<file path="src/rtl/led_pattern_decoder.sv">
// Passive monitor for the LED pattern bus: classifies each strobed step against the four
// generator modes, locks after LOCK_CNT consistent transitions and flags deviations.
module led_pattern_decoder #(
  parameter int unsigned LOCK_CNT = 4,
  parameter int unsigned TIMEOUT  = 255
) (
  input  logic       clki,
  input  logic       rs,
  input  logic       step,
  input  logic [7:0] led,
  output logic [1:0] mode,
  output logic       locked,
  output logic       err,
  output logic [3:0] match_cnt
);

  localparam logic [1:0] StEmpty  = 2'd0;
  localparam logic [1:0] StTrack  = 2'd1;
  localparam logic [1:0] StLocked = 2'd2;

  localparam logic [3:0]  LockCnt    = 4'(LOCK_CNT);
  localparam logic [15:0] TimeoutVal = 16'(TIMEOUT);

  logic [1:0]  state_q, state_d;
  logic [7:0]  prev_q, prev_d;
  logic [1:0]  cand_q, cand_d;
  logic [1:0]  mode_q, mode_d;
  logic        locked_q, locked_d;
  logic        err_q, err_d;
  logic [3:0]  cnt_q, cnt_d;
  logic [15:0] tmo_q, tmo_d;

  logic        prev_onehot;
  logic [3:0]  mask;
  logic [1:0]  rst_cand;
  logic [3:0]  rst_cnt;
  logic        hit_trk;
  logic [1:0]  trk_cand;
  logic [3:0]  trk_cnt;
  logic [15:0] tmo_inc;

  assign prev_onehot = (prev_q != 8'h00) && ((prev_q & (prev_q - 8'd1)) == 8'h00);

  // One mask bit per generator mode; FF->00 legitimately sets both blink and fill.
  assign mask[0] = prev_onehot && (led == {prev_q[6:0], prev_q[7]});
  assign mask[1] = prev_onehot && (led == {prev_q[0], prev_q[7:1]});
  assign mask[2] = ((prev_q == 8'h00) && (led == 8'hFF)) || ((prev_q == 8'hFF) && (led == 8'h00));
  assign mask[3] = ((prev_q != 8'hFF) && (led == {prev_q[6:0], 1'b1})) ||
                   ((prev_q == 8'hFF) && (led == 8'h00));

  always_comb begin
    rst_cand = 2'd3;
    if (mask[0])      rst_cand = 2'd0;
    else if (mask[1]) rst_cand = 2'd1;
    else if (mask[2]) rst_cand = 2'd2;
  end

  assign rst_cnt  = (mask != 4'b0000) ? 4'd1 : 4'd0;
  assign hit_trk  = (cnt_q != 4'd0) && mask[cand_q];
  assign trk_cand = hit_trk ? cand_q : rst_cand;
  assign trk_cnt  = hit_trk ? (cnt_q + 4'd1) : rst_cnt;
  assign tmo_inc  = tmo_q + 16'd1;

  always_comb begin
    state_d  = state_q;
    prev_d   = prev_q;
    cand_d   = cand_q;
    mode_d   = mode_q;
    locked_d = locked_q;
    err_d    = 1'b0;
    cnt_d    = cnt_q;
    tmo_d    = tmo_q;
    unique case (state_q)
      StEmpty: begin
        if (step) begin
          prev_d  = led;
          state_d = StTrack;
        end
      end
      StTrack: begin
        if (step) begin
          prev_d = led;
          cand_d = trk_cand;
          cnt_d  = trk_cnt;
          if (trk_cnt == LockCnt) begin
            state_d  = StLocked;
            mode_d   = trk_cand;
            locked_d = 1'b1;
            tmo_d    = 16'd0;
          end
        end
      end
      StLocked: begin
        if (step) begin
          prev_d = led;
          tmo_d  = 16'd0;
          if (!mask[mode_q]) begin
            err_d    = 1'b1;
            locked_d = 1'b0;
            state_d  = StTrack;
            cand_d   = rst_cand;
            cnt_d    = rst_cnt;
            // Only reachable with LOCK_CNT=1: relock at once, error still reported.
            if (rst_cnt == LockCnt) begin
              state_d  = StLocked;
              locked_d = 1'b1;
              mode_d   = rst_cand;
            end
          end
        end else begin
          tmo_d = tmo_inc;
          if ((TimeoutVal != 16'd0) && (tmo_inc == TimeoutVal)) begin
            err_d    = 1'b1;
            locked_d = 1'b0;
            cnt_d    = 4'd0;
            state_d  = StEmpty;
            tmo_d    = 16'd0;
          end
        end
      end
      default: begin
        state_d = StEmpty;
      end
    endcase
  end

  always_ff @(posedge clki) begin
    if (rs) begin
      state_q  <= StEmpty;
      prev_q   <= 8'h00;
      cand_q   <= 2'd0;
      mode_q   <= 2'd0;
      locked_q <= 1'b0;
      err_q    <= 1'b0;
      cnt_q    <= 4'd0;
      tmo_q    <= 16'd0;
    end else begin
      state_q  <= state_d;
      prev_q   <= prev_d;
      cand_q   <= cand_d;
      mode_q   <= mode_d;
      locked_q <= locked_d;
      err_q    <= err_d;
      cnt_q    <= cnt_d;
      tmo_q    <= tmo_d;
    end
  end

  assign mode      = mode_q;
  assign locked    = locked_q;
  assign err       = err_q;
  assign match_cnt = cnt_q;

endmodule

</file>
<file path="config.mk">
export PLATFORM = sky130hd
export DESIGN_NAME = led_pattern_decoder
export DESIGN_NICKNAME = d
export VERILOG_FILES = /design/src/rtl/led_pattern_decoder.sv
export SDC_FILE = /design/constraint.sdc
export NUM_CORES = 1
export LEC_CHECK = 0
export CAP_MARGIN = 10
export CELL_PAD_IN_SITES_DETAIL_PLACEMENT = 0
export CELL_PAD_IN_SITES_GLOBAL_PLACEMENT = 1
export CORE_MARGIN = 5
export CORE_UTILIZATION = 40
export CTS_BUF_LIST = sky130_fd_sc_hd__clkbuf_8 sky130_fd_sc_hd__clkbuf_16
export DETAILED_ROUTE_END_ITERATION = 8
export HOLD_SLACK_MARGIN = 0.12
export PLACE_DENSITY = 0.83
export REMOVE_ABC_BUFFERS = 1
export SETUP_SLACK_MARGIN = 0.3
export SYNTH_ARGS = -nofsm -noshare
export SYNTH_HDL_FRONTEND = slang
export SYNTH_SLANG_ARGS = --single-unit
</file>
<file path="constraint.sdc">
create_clock -name clki -period 6.35 [get_ports clki]
set_input_delay 1.5875 -clock clki [delete_from_list [all_inputs] [get_ports clki]]
set_output_delay 1.5875 -clock clki [all_outputs]
set_load 0.01 [all_outputs]
</file>
==> results of run 1 <==
==> power groups by stage <==
stage	registers (uW)	clock network, uW	logic (uW)
floorplan	255	0	80.6
global placement	258	0	120
detailed placement	258	0	122
CTS	252	174	123
global route	255	185	135
finish	252	166	121
==> registers in the layout, summed over array words and instances (netlist names) <==
name       count
locked         1
cand_q         2
match_cnt      4
state_q        2
mode           2
tmo_q         16
prev_q         8
err            1
==> per-stage QoR <==
stage | hold WS [ns] | instances | worst slack (ns) | cell area [um2] | utilization (%)
final | 0.476 | 423 | 1.85 | 2940 | 45.7
after global routing | 0.501 | 423 | 1.64 | 2940 | 45.7
after CTS | 0.481 | 423 | 1.85 | 2940 | 45.7
after detailed placement | 0.469 | 415 | 1.54 | 2850 | 44.4
after floorplan | 0.459 | 318 | 2.36 | 2560 | -
after global placement | 0.459 | 415 | 1.62 | 2850 | 44.4
==> cell usage after synthesis, types with 2 or more instances <==
master and number:
nor4b_1 4, nor2b_1 9, nor4_1 6, buf_1 2, or4b_1 2, o211ai_2 3, a32o_1 2, nand3_1 17
o21ai_0 24, and4_1 4, nand2_1 21, ha_1 9, nor2_1 24, xnor2_1 13, buf_2 3, or2_2 3
a31oi_1 3, a211oi_1 2, o32ai_1 2, xor2_1 8, a311oi_1 2, o211ai_1 4, nand4b_1 2, and3b_1 2
nor3b_1 2, or3_1 3, a31o_2 3, nor3_1 3, nor4bb_1 2, dfxtp_1 36, mux2i_1 10, clkbuf_1 18
o311a_1 2, inv_1 11, or4_1 16, a21oi_1 30, and2_1 4, and3_1 8, nand4_1 5
==> metal layers <==
layer | vias to the layer above | track usage [%] | routed length (um)
met5 | - | 0 | 0
met3 | 6 | 3.14 | 187
met1 | 1125 | 19.9 | 3010
met4 | 0 | 4.77 | 59
met2 | 36 | 24.0 | 2840
li1 | 1269 | - | -
==> worst min-delay path, cell delays in order, from the launching register on <==
cell	delay [ns]
dfxtp_1	0.32
nand2_1	0.05
o32ai_1	0.06
==> layout make-up <==
type / instances / area share [%]
multi-input combinational: 270 / 61.0
tap: 77 / 3.28
sequential: 36 / 24.5
inverter: 12 / 1.53
clock inverter: 3 / 0.639
clock buffer: 5 / 2.34
timing repair buffer: 20 / 6.65
==> logic make-up after synthesis <==
kind of cell | Yosys count
simple gates | 142
compound gates | 87
buf+inv | 36
flops | 36
xor+xnor | 21
mux | 10
fa+ha+maj | 10
==> final timing paths <==
kind                         startpoint                        end  cells after the start
setup reg to reg  tmo_q[0]$_SDFFE_PP0P_  match_cnt[1]$_SDFFE_PP0P_                      8
hold reg to reg     locked$_SDFFE_PP0P_        locked$_SDFFE_PP0P_                      2
hold / removal      locked$_SDFFE_PP0P_        locked$_SDFFE_PP0P_                      2
setup / recovery                 led[1]      tmo_q[6]$_SDFFE_PP0P_                      9
==> impl_metrics.ini, run 1 <==
[cells_and_area]
diodes = 0
register_area_um2 = 721
layout_common_cells = dfxtp_1 (36), a21oi_1 (30), nor2_1 (24), o21ai_0 (23), nand2_1 (21)
final_common_cell = dfxtp_1
area_growth_pct = 10.4
drive_gt1_share_pct = 6.07
multiInputGateArea_mm2 = 0.00179
fin_nets = 365
fillerInstances = 652

[timing]
period_share_pct = 70.9
setup-violations-final = 0
fmax_mhz = 222
period_minus_slack_ns = 4.50
final.setup.tns_ns = 0
fin_skew_ns = 0.00740
tightest_slew_ns = 0.982
hold_viol = 0
grt_setup_unrepaired = no
max_slew_margin_pct = 34.4
drv_slew = 0

[floorplan]
core_mm2 = 0.00642
io_pins = 19
rows = 29
die-width_um = 91.5
dieArea_mm2 = 0.00838
die_h_um = 91.5
initial_core_util_pct = 41.4

[routing]
first_iter_violations = 112
via_per_inst = 5.76
wl_per_cell_um = 14.4
drcViolationCount = 0
wirelength_mm = 6.10
drt-pass1-iter-count = 4
num_vias = 2436
ant_nets = 0

[critical_path]
crit_top_cell = o211ai_2
path_cells = clkdlybuf4s50_1 -> or4_1 -> or4_4 -> o211ai_2 -> o211ai_2 -> o211ai_2 -> nand2_2 -> or4_1 -> a21oi_1
end_kind = flip-flop
critPathSlowestCell = or4_1
cp-start-kind = primary input
path_max_fanout = 34
crit_arrival_ns = 4.72
path_buf_inv = 1
max_stage_delay_ns = 0.61
worstPathRequired_ns = 6.57
crit_family = simple AND/OR/NAND/NOR gates
rrSetupSlack_ns = 3.28
critPathKind = primary input to flip-flop

[synth]
synthCells = 342
synth_flop_cell = dfxtp_1
synthAdderAreaFrac_pct = 4.61
syn_area_mm2 = 0.00266
synth-edff-count = 0
synthSimpleGateAreaFrac_pct = 31.2
synth_mux_area_share_pct = 3.76
synth_area_leaders = dfxtp_1 (27%), a21oi_1 (5.6%), o21ai_0 (4.5%)
async_flop_share_pct = 0
yosys.cell_types.count = 57
yosysSeqAreaShare_pct = 27.1
avgSynthCellArea_um2 = 7.77
synth_compound_area_share_pct = 20.9
yosysWarnings = 0
synth_xor_area_share_pct = 6.92
synth_top_area_share_pct = 27.1
synth_top_family_by_area = simple AND/OR/NAND/NOR gates
synth.ff_latch_count = 36
yosys.area.top_type = dfxtp_1

[cts]
cts_buffer_depth = 2
cts_tree = done
clk_root_buffer_cell = clkbuf_8
cts_made_buffers = 5
ctsResizeCount = 0
hold_buffers = 0
clkTransAtPathRegs_ns = 0.08
clk_latency_ns = 0.29
clock_sinks = 36
htreeDepth = 2
postCtsSetupBuffers = 0

[power_and_ir_drop]
leakagePower_uw = 0.00103
p_per_area_mw_per_mm2 = 184
total_power_uw = 540
p_int_uw = 360
p_seq_share_pct = 46.8
sw_frac_of_total_pct = 33.2
p_comb_share_pct = 22.4
p_switching_uw = 179
power.share.clock_pct = 30.8
ir_drop_uv = 79.3

[grt]
grt_usage_pct = 14.9
grt-ovfl-total = 0
grt_pass1_vias = 2316
antenna_found_initial = 0
grt_max_degree = 35
grt_pass1_wl_mm = 10.5

[flow_run]
drv_cap = 0

[status]
status = completed

[placement]
port_buffers = 18
dp_hpwl_mm = 4.25
gp_congestion = 0.855

[worst_hold_path]
min_path_type = flip-flop to flip-flop
No activity file was read; power rests on OpenSTA's default activity.
==> run 2: changes to the inputs <==
==> constraint.sdc (replaced) <==
create_clock -name clki -period 4.68 [get_ports clki]
set_input_delay 1.17 -clock clki [delete_from_list [all_inputs] [get_ports clki]]
set_output_delay 1.17 -clock clki [all_outputs]
set_load 0.01 [all_outputs]
==> run 2 against run 1 <==
  * Die area unchanged
  * Non-clock buffer count did not move
  * First-iteration DRC count decreased by 35%
  * Clock skew up 0.0014 ns
  * Design area increased by 0.81%
  * Core utilization is 0.37 points higher
  * Worst hold slack worse by 0.0091 ns
  * Global-route usage grew 0.37 points
  * Sequential share of layout area is 0.20 points lower
  * Critical path depth is the same
  * Clock-buffer cell count stayed put
  * Wire length increased by 2.4%
  * Critical path type unchanged
  * Largest power group unchanged
==> impl_metrics.ini, run 2 (synthesis gave the netlist of run 1 again) <==
[status]
status = completed

[critical_path]
path_max_fanout = 34
cp-start-kind = primary input
worstPathRequired_ns = 4.90
r2r_end = tmo_q[9]$_SDFFE_PP0P_
crit_arrival_ns = 4.32
r2r_cells = 10
crit_top_cell = o211ai_2
critPathSlowestCell = or4_1
r2r_start = tmo_q[0]$_SDFFE_PP0P_
end_kind = flip-flop
path_cells = clkdlybuf4s50_1 -> or4_1 -> or4_4 -> o211ai_2 -> o211ai_2 -> o211ai_2 -> nand2_2 -> or4_1 -> a21oi_1
max_stage_delay_ns = 0.60
rrSetupSlack_ns = 1.52
critPathKind = primary input to flip-flop

[cells_and_area]
drive_gt1_share_pct = 6.07
largest_reg_flops = 16
largest-register = tmo_q
fillerInstances = 647
area_growth_pct = 11.3
fin_nets = 365
final_common_cell = dfxtp_1
layout_common_cells = dfxtp_1 (36), a21oi_1 (30), nor2_1 (24), o21ai_0 (23), nand2_1 (21)
final_cell_area_mm2 = 0.00296
register_area_um2 = 721
multiInputGateArea_mm2 = 0.00179
diodes = 0
fin_cells = 423

[power_and_ir_drop]
p_seq_share_pct = 43.8
ir_drop_uv = 129
sw_frac_of_total_pct = 30.7
power.share.clock_pct = 35.1
p_comb_share_pct = 21.1
p_switching_uw = 240
leakagePower_uw = 0.00104
p_per_area_mw_per_mm2 = 264
p_int_uw = 543

[cts]
clk_root_buffer_cell = clkbuf_8
cts_tree = done
cts_buffer_depth = 2
clkTransAtPathRegs_ns = 0.08
hold_buffers = 0
clk_latency_ns = 0.29
clock_sinks = 36
cts_made_buffers = 5
postCtsSetupBuffers = 0
htreeDepth = 2
ctsResizeCount = 0

[floorplan]
dieArea_mm2 = 0.00838
die-width_um = 91.5
io_pins = 19
rows = 29
initial_core_util_pct = 41.4
die_h_um = 91.5
core_mm2 = 0.00642

[timing]
final.setup.tns_ns = 0
period_minus_slack_ns = 4.10
period_share_pct = 87.5
fin_skew_ns = 0.00881
tightest_slew_ns = 0.967
max_slew_margin_pct = 35.4
fmax_mhz = 244
fin_ws_ns = 0.584
holdWs_ns = 0.467
hold_viol = 0
setup-violations-final = 0
grt_setup_unrepaired = no
drv_slew = 0

[placement]
dp_hpwl_mm = 4.49
port_buffers = 18
gp_congestion = 0.879
placed_area_mm2 = 0.00285
place_ws_ns = 0.297
dp_cells = 415

[routing]
first_iter_violations = 73
wl_per_cell_um = 14.8
drcViolationCount = 0
drt-pass1-iter-count = 5
ant_nets = 0
wirelength_mm = 6.25
via_per_inst = 5.96
num_vias = 2519

[worst_hold_path]
hp-start = locked$_SDFFE_PP0P_
hold_depth = 2
worstHoldEndpoint = locked$_SDFFE_PP0P_
min_path_type = flip-flop to flip-flop

[grt]
gr-max-usage-layer = met2
globalRouteMet2Util_pct = 24.5
grt_max_degree = 35
grtUsageMet3_pct = 3.47
grt_usage_pct = 15.3
grt_pass1_wl_mm = 10.8
antenna_found_initial = 0
grt-ovfl-total = 0
grt.met1_usage_pct = 20.4
grt_pass1_vias = 2331

[flow_run]
drv_cap = 0
## run 2: layout make-up
cell class	instances	area share [%]
Multi-Input combinational cell	270	60.5
Sequential cell	36	24.3
Timing Repair Buffer	20	6.59
Tap cell	77	3.25
Clock buffer	5	2.32
Inverter	12	1.52
Clock inverter	3	1.44
## run 2: worst max path at each step
stage          startpoint                endpoint  slack (ns)  cells after the start
2_1_floorplan      led[1]  tmo_q[10]$_SDFFE_PP0P_        1.11                      8
3_3_place_gp       led[1]   tmo_q[9]$_SDFFE_PP0P_        0.37                      9
3_5_place_dp       led[1]  tmo_q[14]$_SDFFE_PP0P_        0.30                      9
4_1_cts            led[1]  tmo_q[14]$_SDFFE_PP0P_        0.59                      9
5_1_grt            led[1]   tmo_q[6]$_SDFFE_PP0P_        0.42                      9
6_report           led[1]  tmo_q[14]$_SDFFE_PP0P_        0.58                      9
## run 2: power groups by stage
stage / sequential, uW / combinational [uW] / clock, uW
2_1_floorplan: 346 / 109 / 0
4_1_cts: 343 / 167 / 286
5_1_grt: 346 / 184 / 306
3_5_place_dp: 350 / 166 / 0
6_report: 343 / 165 / 275
3_3_place_gp: 350 / 163 / 0
## run 2: metrics by stage
stage | power, uW | utilization [%]
CTS | 796 | 46.1
detailed placement | 516 | 44.4
floorplan | 455 | -
finish | 783 | 46.1
global placement | 513 | 44.4
global route | 836 | 46.1
## run 2: per-layer routing
layer | vias to the layer above | wire [um]
met2 | 42 | 2890
met4 | 0 | 70
met1 | 1191 | 3050
li1 | 1278 | -
met5 | - | 0
met3 | 8 | 233
## run 2: worst max-delay path: cells and delay by family
kind	cells	cell delay (ns)
simple gates	4	2.01
compound gates	4	0.61
buf+inv	1	0.51
==> run 3: changes to the inputs <==
--- a/config.mk
+++ b/config.mk
@@ -10,7 +10,7 @@
 export CELL_PAD_IN_SITES_GLOBAL_PLACEMENT = 1
 export CORE_MARGIN = 5
 export CORE_UTILIZATION = 40
-export CTS_BUF_LIST = sky130_fd_sc_hd__clkbuf_8 sky130_fd_sc_hd__clkbuf_16
+export CTS_BUF_LIST = sky130_fd_sc_hd__clkbuf_8
 export DETAILED_ROUTE_END_ITERATION = 8
 export HOLD_SLACK_MARGIN = 0.12
 export PLACE_DENSITY = 0.83
==> results of run 3 <==
No change in the layout: final DEF, timing and power equal those of run 2.
